File: src/rtl/plic_target_arbiter.sv
// -----------------------------------------------------------------------------
// plic_target_arbiter
//
// Per-hart PLIC target core. Latches one-cycle pending pulses from the source
// gateways, picks the highest-priority eligible source (ties -> lowest ID),
// drives the hart's external interrupt line and runs the claim/complete
// handshake. A completed ID is broadcast to the gateways as a one-cycle pulse.
//
// Ports:
//   clk            clock
//   rst_n          asynchronous active-low reset
//   pending_set    per-source one-cycle pending pulse (bit 0 ignored)
//   src_priority   flat priority array, slice i = source i (slice 0 ignored)
//   enable         per-source enable for this target (bit 0 ignored)
//   threshold      target priority threshold
//   claim_req      one-cycle claim strobe
//   claim_id       claimed ID, valid combinationally in the claim_req cycle
//   complete_req   one-cycle complete strobe
//   complete_wr_id ID written together with complete_req
//   complete_id    completed ID for one cycle, otherwise 0
//   irq            external interrupt request
//   pending_q      pending register read-back (bit 0 always 0)
// -----------------------------------------------------------------------------
module plic_target_arbiter #(
    parameter int NUM_SOURCES = 31,
    parameter int PRIO_WIDTH  = 3,
    parameter int ID_WIDTH    = 5
) (
    input  logic                                  clk,
    input  logic                                  rst_n,
    input  logic [NUM_SOURCES:0]                  pending_set,
    input  logic [(NUM_SOURCES+1)*PRIO_WIDTH-1:0] src_priority,
    input  logic [NUM_SOURCES:0]                  enable,
    input  logic [PRIO_WIDTH-1:0]                 threshold,
    input  logic                                  claim_req,
    output logic [ID_WIDTH-1:0]                   claim_id,
    input  logic                                  complete_req,
    input  logic [ID_WIDTH-1:0]                   complete_wr_id,
    output logic [ID_WIDTH-1:0]                   complete_id,
    output logic                                  irq,
    output logic [NUM_SOURCES:0]                  pending_q
);

    // ARB: normal operation. SETTLE: the single cycle after a successful
    // claim, during which best_id_reg still reflects the pre-claim state.
    typedef enum logic {
        ST_ARB    = 1'b0,
        ST_SETTLE = 1'b1
    } state_t;

    state_t state_reg, state_next;

    logic [NUM_SOURCES:0]  pending_reg,    pending_next;
    logic [NUM_SOURCES:0]  in_service_reg, in_service_next;
    logic [ID_WIDTH-1:0]   best_id_reg,    best_id_next;
    logic [PRIO_WIDTH-1:0] best_prio_reg,  best_prio_next;
    logic                  irq_reg,        irq_next;
    logic [ID_WIDTH-1:0]   complete_id_reg, complete_id_next;

    logic [PRIO_WIDTH-1:0] prio [1:NUM_SOURCES];
    logic [NUM_SOURCES:0]  eligible;
    logic [NUM_SOURCES:0]  claim_hit;     // one-hot of the successfully claimed ID
    logic [NUM_SOURCES:0]  complete_hit;  // one-hot decode of complete_wr_id
    logic                  claim_ok;
    logic                  complete_ok;

    // Index 0 is the "no interrupt" ID and carries no state.
    assign eligible[0]     = 1'b0;
    assign claim_hit[0]    = 1'b0;
    assign complete_hit[0] = 1'b0;

    generate
        for (genvar gi = 1; gi <= NUM_SOURCES; gi++) begin : g_src
            assign prio[gi]         = src_priority[gi*PRIO_WIDTH +: PRIO_WIDTH];
            // Priority 0 can never exceed threshold, so it is never eligible.
            assign eligible[gi]     = pending_reg[gi] & enable[gi] & ~in_service_reg[gi]
                                      & (prio[gi] > threshold);
            assign claim_hit[gi]    = claim_ok & (claim_id == ID_WIDTH'(gi));
            // Decoding only 1..NUM_SOURCES makes out-of-range IDs miss everything.
            assign complete_hit[gi] = (complete_wr_id == ID_WIDTH'(gi));
        end
    endgenerate

    // Claims during SETTLE read 0 so the stale best_id cannot be claimed twice.
    assign claim_id    = (claim_req && (state_reg == ST_ARB)) ? best_id_reg : '0;
    assign claim_ok    = (claim_id != '0);
    assign complete_ok = complete_req & (|(complete_hit & in_service_reg));

    // Max over eligible sources. Ascending scan with strict '>' keeps the
    // lowest ID on a priority tie.
    always_comb begin
        best_id_next   = '0;
        best_prio_next = '0;
        for (int i = 1; i <= NUM_SOURCES; i++) begin
            if (eligible[i] && (prio[i] > best_prio_next)) begin
                best_id_next   = ID_WIDTH'(i);
                best_prio_next = prio[i];
            end
        end
    end

    // FSM next state and derived register inputs.
    always_comb begin
        state_next       = state_reg;
        pending_next     = pending_reg;
        in_service_next  = in_service_reg;
        irq_next         = 1'b0;
        complete_id_next = '0;

        case (state_reg)
            ST_ARB:    if (claim_ok) state_next = ST_SETTLE;
            ST_SETTLE: state_next = ST_ARB;
            default:   state_next = ST_ARB;
        endcase

        // Set after clear so a new pulse on the claimed source is not lost.
        pending_next = (pending_reg & ~claim_hit) | {pending_set[NUM_SOURCES:1], 1'b0};

        // Complete clears first, claim sets afterwards: claim wins on the same ID.
        in_service_next = (in_service_reg & ~(complete_hit & {(NUM_SOURCES+1){complete_ok}}))
                          | claim_hit;

        // irq is held low for the settle cycle.
        irq_next = (best_id_next != '0) && (state_next == ST_ARB);

        if (complete_ok) complete_id_next = complete_wr_id;
    end

    always_ff @(posedge clk or negedge rst_n) begin
        if (!rst_n) begin
            state_reg <= ST_ARB;
        end else begin
            state_reg <= state_next;
        end
    end

    always_ff @(posedge clk or negedge rst_n) begin
        if (!rst_n) begin
            pending_reg     <= '0;
            in_service_reg  <= '0;
            best_id_reg     <= '0;
            best_prio_reg   <= '0;
            irq_reg         <= 1'b0;
            complete_id_reg <= '0;
        end else begin
            pending_reg     <= pending_next;
            in_service_reg  <= in_service_next;
            best_id_reg     <= best_id_next;
            best_prio_reg   <= best_prio_next;
            irq_reg         <= irq_next;
            complete_id_reg <= complete_id_next;
        end
    end

    assign pending_q   = pending_reg;
    assign irq         = irq_reg;
    assign complete_id = complete_id_reg;

    // Bits that exist only for port symmetry, plus the registered winning
    // priority kept for debug visibility.
    logic unused_ok;
    assign unused_ok = ^{pending_set[0], enable[0], src_priority[PRIO_WIDTH-1:0], best_prio_reg};

endmodule

File: config.mk
export PLATFORM = sky130hd
export DESIGN_NAME = plic_target_arbiter
export DESIGN_NICKNAME = d
export VERILOG_FILES = /design/src/rtl/plic_target_arbiter.sv
export SDC_FILE = /design/constraint.sdc
export NUM_CORES = 1
export LEC_CHECK = 0
export BUFFER_PORTS_ARGS = -buffer_cell sky130_fd_sc_hd__buf_4
export CAP_MARGIN = 5
export CORE_UTILIZATION = 35
export CTS_CLUSTER_SIZE = 40
export DETAILED_ROUTE_END_ITERATION = 8
export GPL_TIMING_DRIVEN = 0
export HOLD_SLACK_MARGIN = 0.02
export SETUP_SLACK_MARGIN = 0.5
export SYNTH_ARGS = -nofsm -noshare
export SYNTH_HDL_FRONTEND = slang
export SYNTH_SLANG_ARGS = --single-unit
File: constraint.sdc
create_clock -name clk -period 46 [get_ports clk]
set_input_delay 13.8 -clock clk [delete_from_list [all_inputs] [get_ports clk]]
set_output_delay 13.8 -clock clk [all_outputs]
set_load 0.01 [all_outputs]
==> impl_metrics.json <==
{
  "seqPwrFrac_pct": 14.1,
  "dr.pass1.iters": 5,
  "muxShareOfSynthArea_pct": 2.07,
  "power_density_nw_per_um2": 49.0,
  "max_freq_mhz": 20.2,
  "pre_cts_ws_ns": -7.26,
  "grt_max_degree": 75,
  "io_pins": 215,
  "p_comb_share_pct": 74.2,
  "start_util_pct": 35.7,
  "die_area_sq_um": 29200,
  "status": "finished with violations",
  "seq_area_frac_synth_pct": 18.6,
  "grt_overflow": 0,
  "netlist_instances": 1290,
  "post-route-drc-count": 0,
  "synth_top_area_share_pct": 18.6,
  "start_kind": "input port",
  "violations": "setup timing",
  "hold_viol": 0,
  "synth_most_common_cell": "nand2_1",
  "crit_arrival_ns": 49.67,
  "clk_path_buf_depth": 2,
  "skew_ns": 0.00976,
  "dpl_cell_area_sq_um": 12600,
  "swShare_pct": 46.6,
  "crit_path_max_fanout": 6,
  "globalplace.congestion": 0.931,
  "worst_pin_slew_ns": 1.05,
  "synth-compound-area-share_pct": 30.0,
  "wl_per_cell_microns": 19.3,
  "grt_usage_pct": 25.5,
  "cts_tree": "yes",
  "grt_pass1_vias": 10517,
  "synth_edf_count": 0,
  "layout.nets": 1904,
  "async_flop_share_pct": 100,
  "coreArea_sq_um": 27900,
  "ir_worst_vdd_mv": 0.0229,
  "grt_pass1_wl_microns": 57100,
  "cp_common_cell": "ha_4",
  "crit_type": "input port to flip-flop",
  "hp-class": "flip-flop to flip-flop",
  "synth_xor_area_share_pct": 0,
  "synth_area_per_cell_sq_um": 7.73,
  "clock-sinks": 74,
  "p_int_uw": 375,
  "syn_nets": 1595,
  "ys.flop_type": "dfrtp_1",
  "synth-simple-area-share_pct": 27.4,
  "rsz0062_at_grt": "yes",
  "first_iter_violations": 641,
  "syn2layout_area_growth_pct": 43.5,
  "fill_cells": 2753,
  "crit_slowest_cell": "or3_4",
  "netlist_area_sq_um": 9970,
  "diodes": 0,
  "ys_ff_latch": 74,
  "core.rowCount": 61,
  "cts-buffers-inserted": 9,
  "place_hpwl_microns": 29200,
  "p_switching_uw": 326,
  "synth_area_leaders": "dfrtp_1 19%, ha_1 17%, nand2_1 6.9%",
  "finalSetupViolations": 6,
  "drv_slew": 0,
  "synth_top_area_cell": "dfrtp_1",
  "power_leakage_uw": 0.00647,
  "routed_via_density": 5.63,
  "dieHeight_microns": 171,
  "slowest_delay_ns": 0.39,
  "finalCriticalPeriod_ns": 49.41,
  "root_buffer": "clkbuf_16",
  "critPathRequiredTime_ns": 46.26,
  "routed-via-count": 11157,
  "finalPower_uw": 701,
  "clk_pin_slew_worst_paths_ns": 0.06,
  "final_core_util_pct": 51.2,
  "port_buffers": 207,
  "ctsHoldBuffers": 0,
  "ys_warn_count": 0,
  "drive_above_1_share_pct": 35.1,
  "totalWireLength_microns": 38200,
  "slew_headroom_pct": 30.1,
  "setup_ws_ns": -3.41,
  "end_kind": "flip-flop",
  "synth_top_family_by_area": "compound AO/OA/AOI/OAI gates",
  "cts.htree.levels": 3,
  "synth.distinct_cells": 96,
  "period_share_pct": 107,
  "synth_commonest_cells": "182 x nand2_1, 133 x ha_1, 90 x nor2_1",
  "power_frac_clock_pct": 11.6,
  "ant_nets": 0,
  "design_area_sq_um": 14300,
  "synth_fa_ha_area_share_pct": 17.7,
  "antenna_found_initial": 0,
  "cap_violations": 0,
  "die_x_microns": 171,
  "insertion_delay_ns": 0.36
}
[metrics by stage]
step	TNS (ns)	instances	hold WS (ns)
after floorplan	-15.02	1290	0.478
after global placement	-38.43	1875	0.488
after detailed placement	-41.64	1875	0.490
after CTS	-22.54	1932	0.504
after global routing	-28.80	1982	0.526
final	-18.67	1982	0.497
[placed cells by master (no fill, tap or decap), drive strengths merged, types with 9 or more instances in the layout]
cell type	instances
buf	304
and2	29
a211oi	16
nand2	182
or2	16
nand3	55
o22ai	10
o21a	23
inv	87
dfrtp	74
nor2b	24
ha	133
a21boi	9
nor4	19
a31oi	23
a21o	55
nor2	92
nand4b	12
nand2b	11
maj3	10
o31ai	12
and3	36
o211ai	17
mux2	11
nor3	25
o21ai	96
clkbuf	19
a21oi	64
[timing repair]
action | in CTS | in global routing
pin swaps | 47 | 171
gates resized for setup | 35 | 96
buffers inserted | 39 | 50
cloned | 2 | 0
setup endpoints to repair | 6 | 6
[routing by layer]
layer / track usage (%) / vias to the layer above / share of wire (%) / routed length, microns
li1: - / 5451 / - / -
met1: 33.0 / 5363 / 45 / 17000
met2: 44.3 / 297 / 48 / 18500
met3: 4.23 / 46 / 5.1 / 1960
met4: 5.33 / 0 / 1.9 / 712
met5: 0 / - / 0 / 0
[worst max-delay path: cells and delay by family]
family / cells / cell delay, ns
AOI/OAI and AO/OA: 68 / 11.33
adders and majority gates: 41 / 11.12
and+or+nand+nor: 75 / 9.54
muxes: 8 / 2.68
buffers and inverters: 11 / 1.18
[worst paths after layout]
kind	start	end	slack (ns)	cells after the start
setup / recovery	threshold[2]	best_id_reg[4]$_DFF_PN0_	-3.41	203
min in group asynchronous	rst_n	pending_q[28]$_DFF_PN0_	13.61	1
max in group asynchronous	rst_n	in_service_reg[5]$_DFF_PN0_	31.71	1
setup reg to reg	in_service_reg[1]$_DFF_PN0_	best_id_reg[4]$_DFF_PN0_	10.02	200
hold reg to reg	pending_q[26]$_DFF_PN0_	pending_q[26]$_DFF_PN0_	0.50	1
hold / removal	pending_q[26]$_DFF_PN0_	pending_q[26]$_DFF_PN0_	0.50	1
[logic make-up after synthesis]
group,after synthesis
adders and majority gates,143
DFF,74
muxes,18
buffers and inverters,106
AOI/OAI and AO/OA,410
and+or+nand+nor,538
other,1
[layout make-up]
cell class	count	area, sq um	area share [%]
multi-input combinational	1110	8930	62.4
timing repair buffer	296	2270	15.9
sequential	74	1850	12.9
tap	378	473	3.31
inverter	89	342	2.39
clock buffer	10	229	1.60
buffer	17	114	0.796
clock inverter	6	90.1	0.630
timing repair inverter	2	10.0	0.0700
[power groups by stage]
| stage | Combinational (uW) | Sequential [uW] | Clock, uW |
|---|---|---|---|
| 2_1_floorplan | 301 | 90.0 | 0 |
| 3_3_place_gp | 392 | 99.6 | 0 |
| 3_5_place_dp | 399 | 99.6 | 0 |
| 4_1_cts | 429 | 98.6 | 82.5 |
| 5_1_grt | 566 | 100 | 84.3 |
| 6_report | 521 | 99.2 | 81.5 |
(Power assumes the default switching activity.)
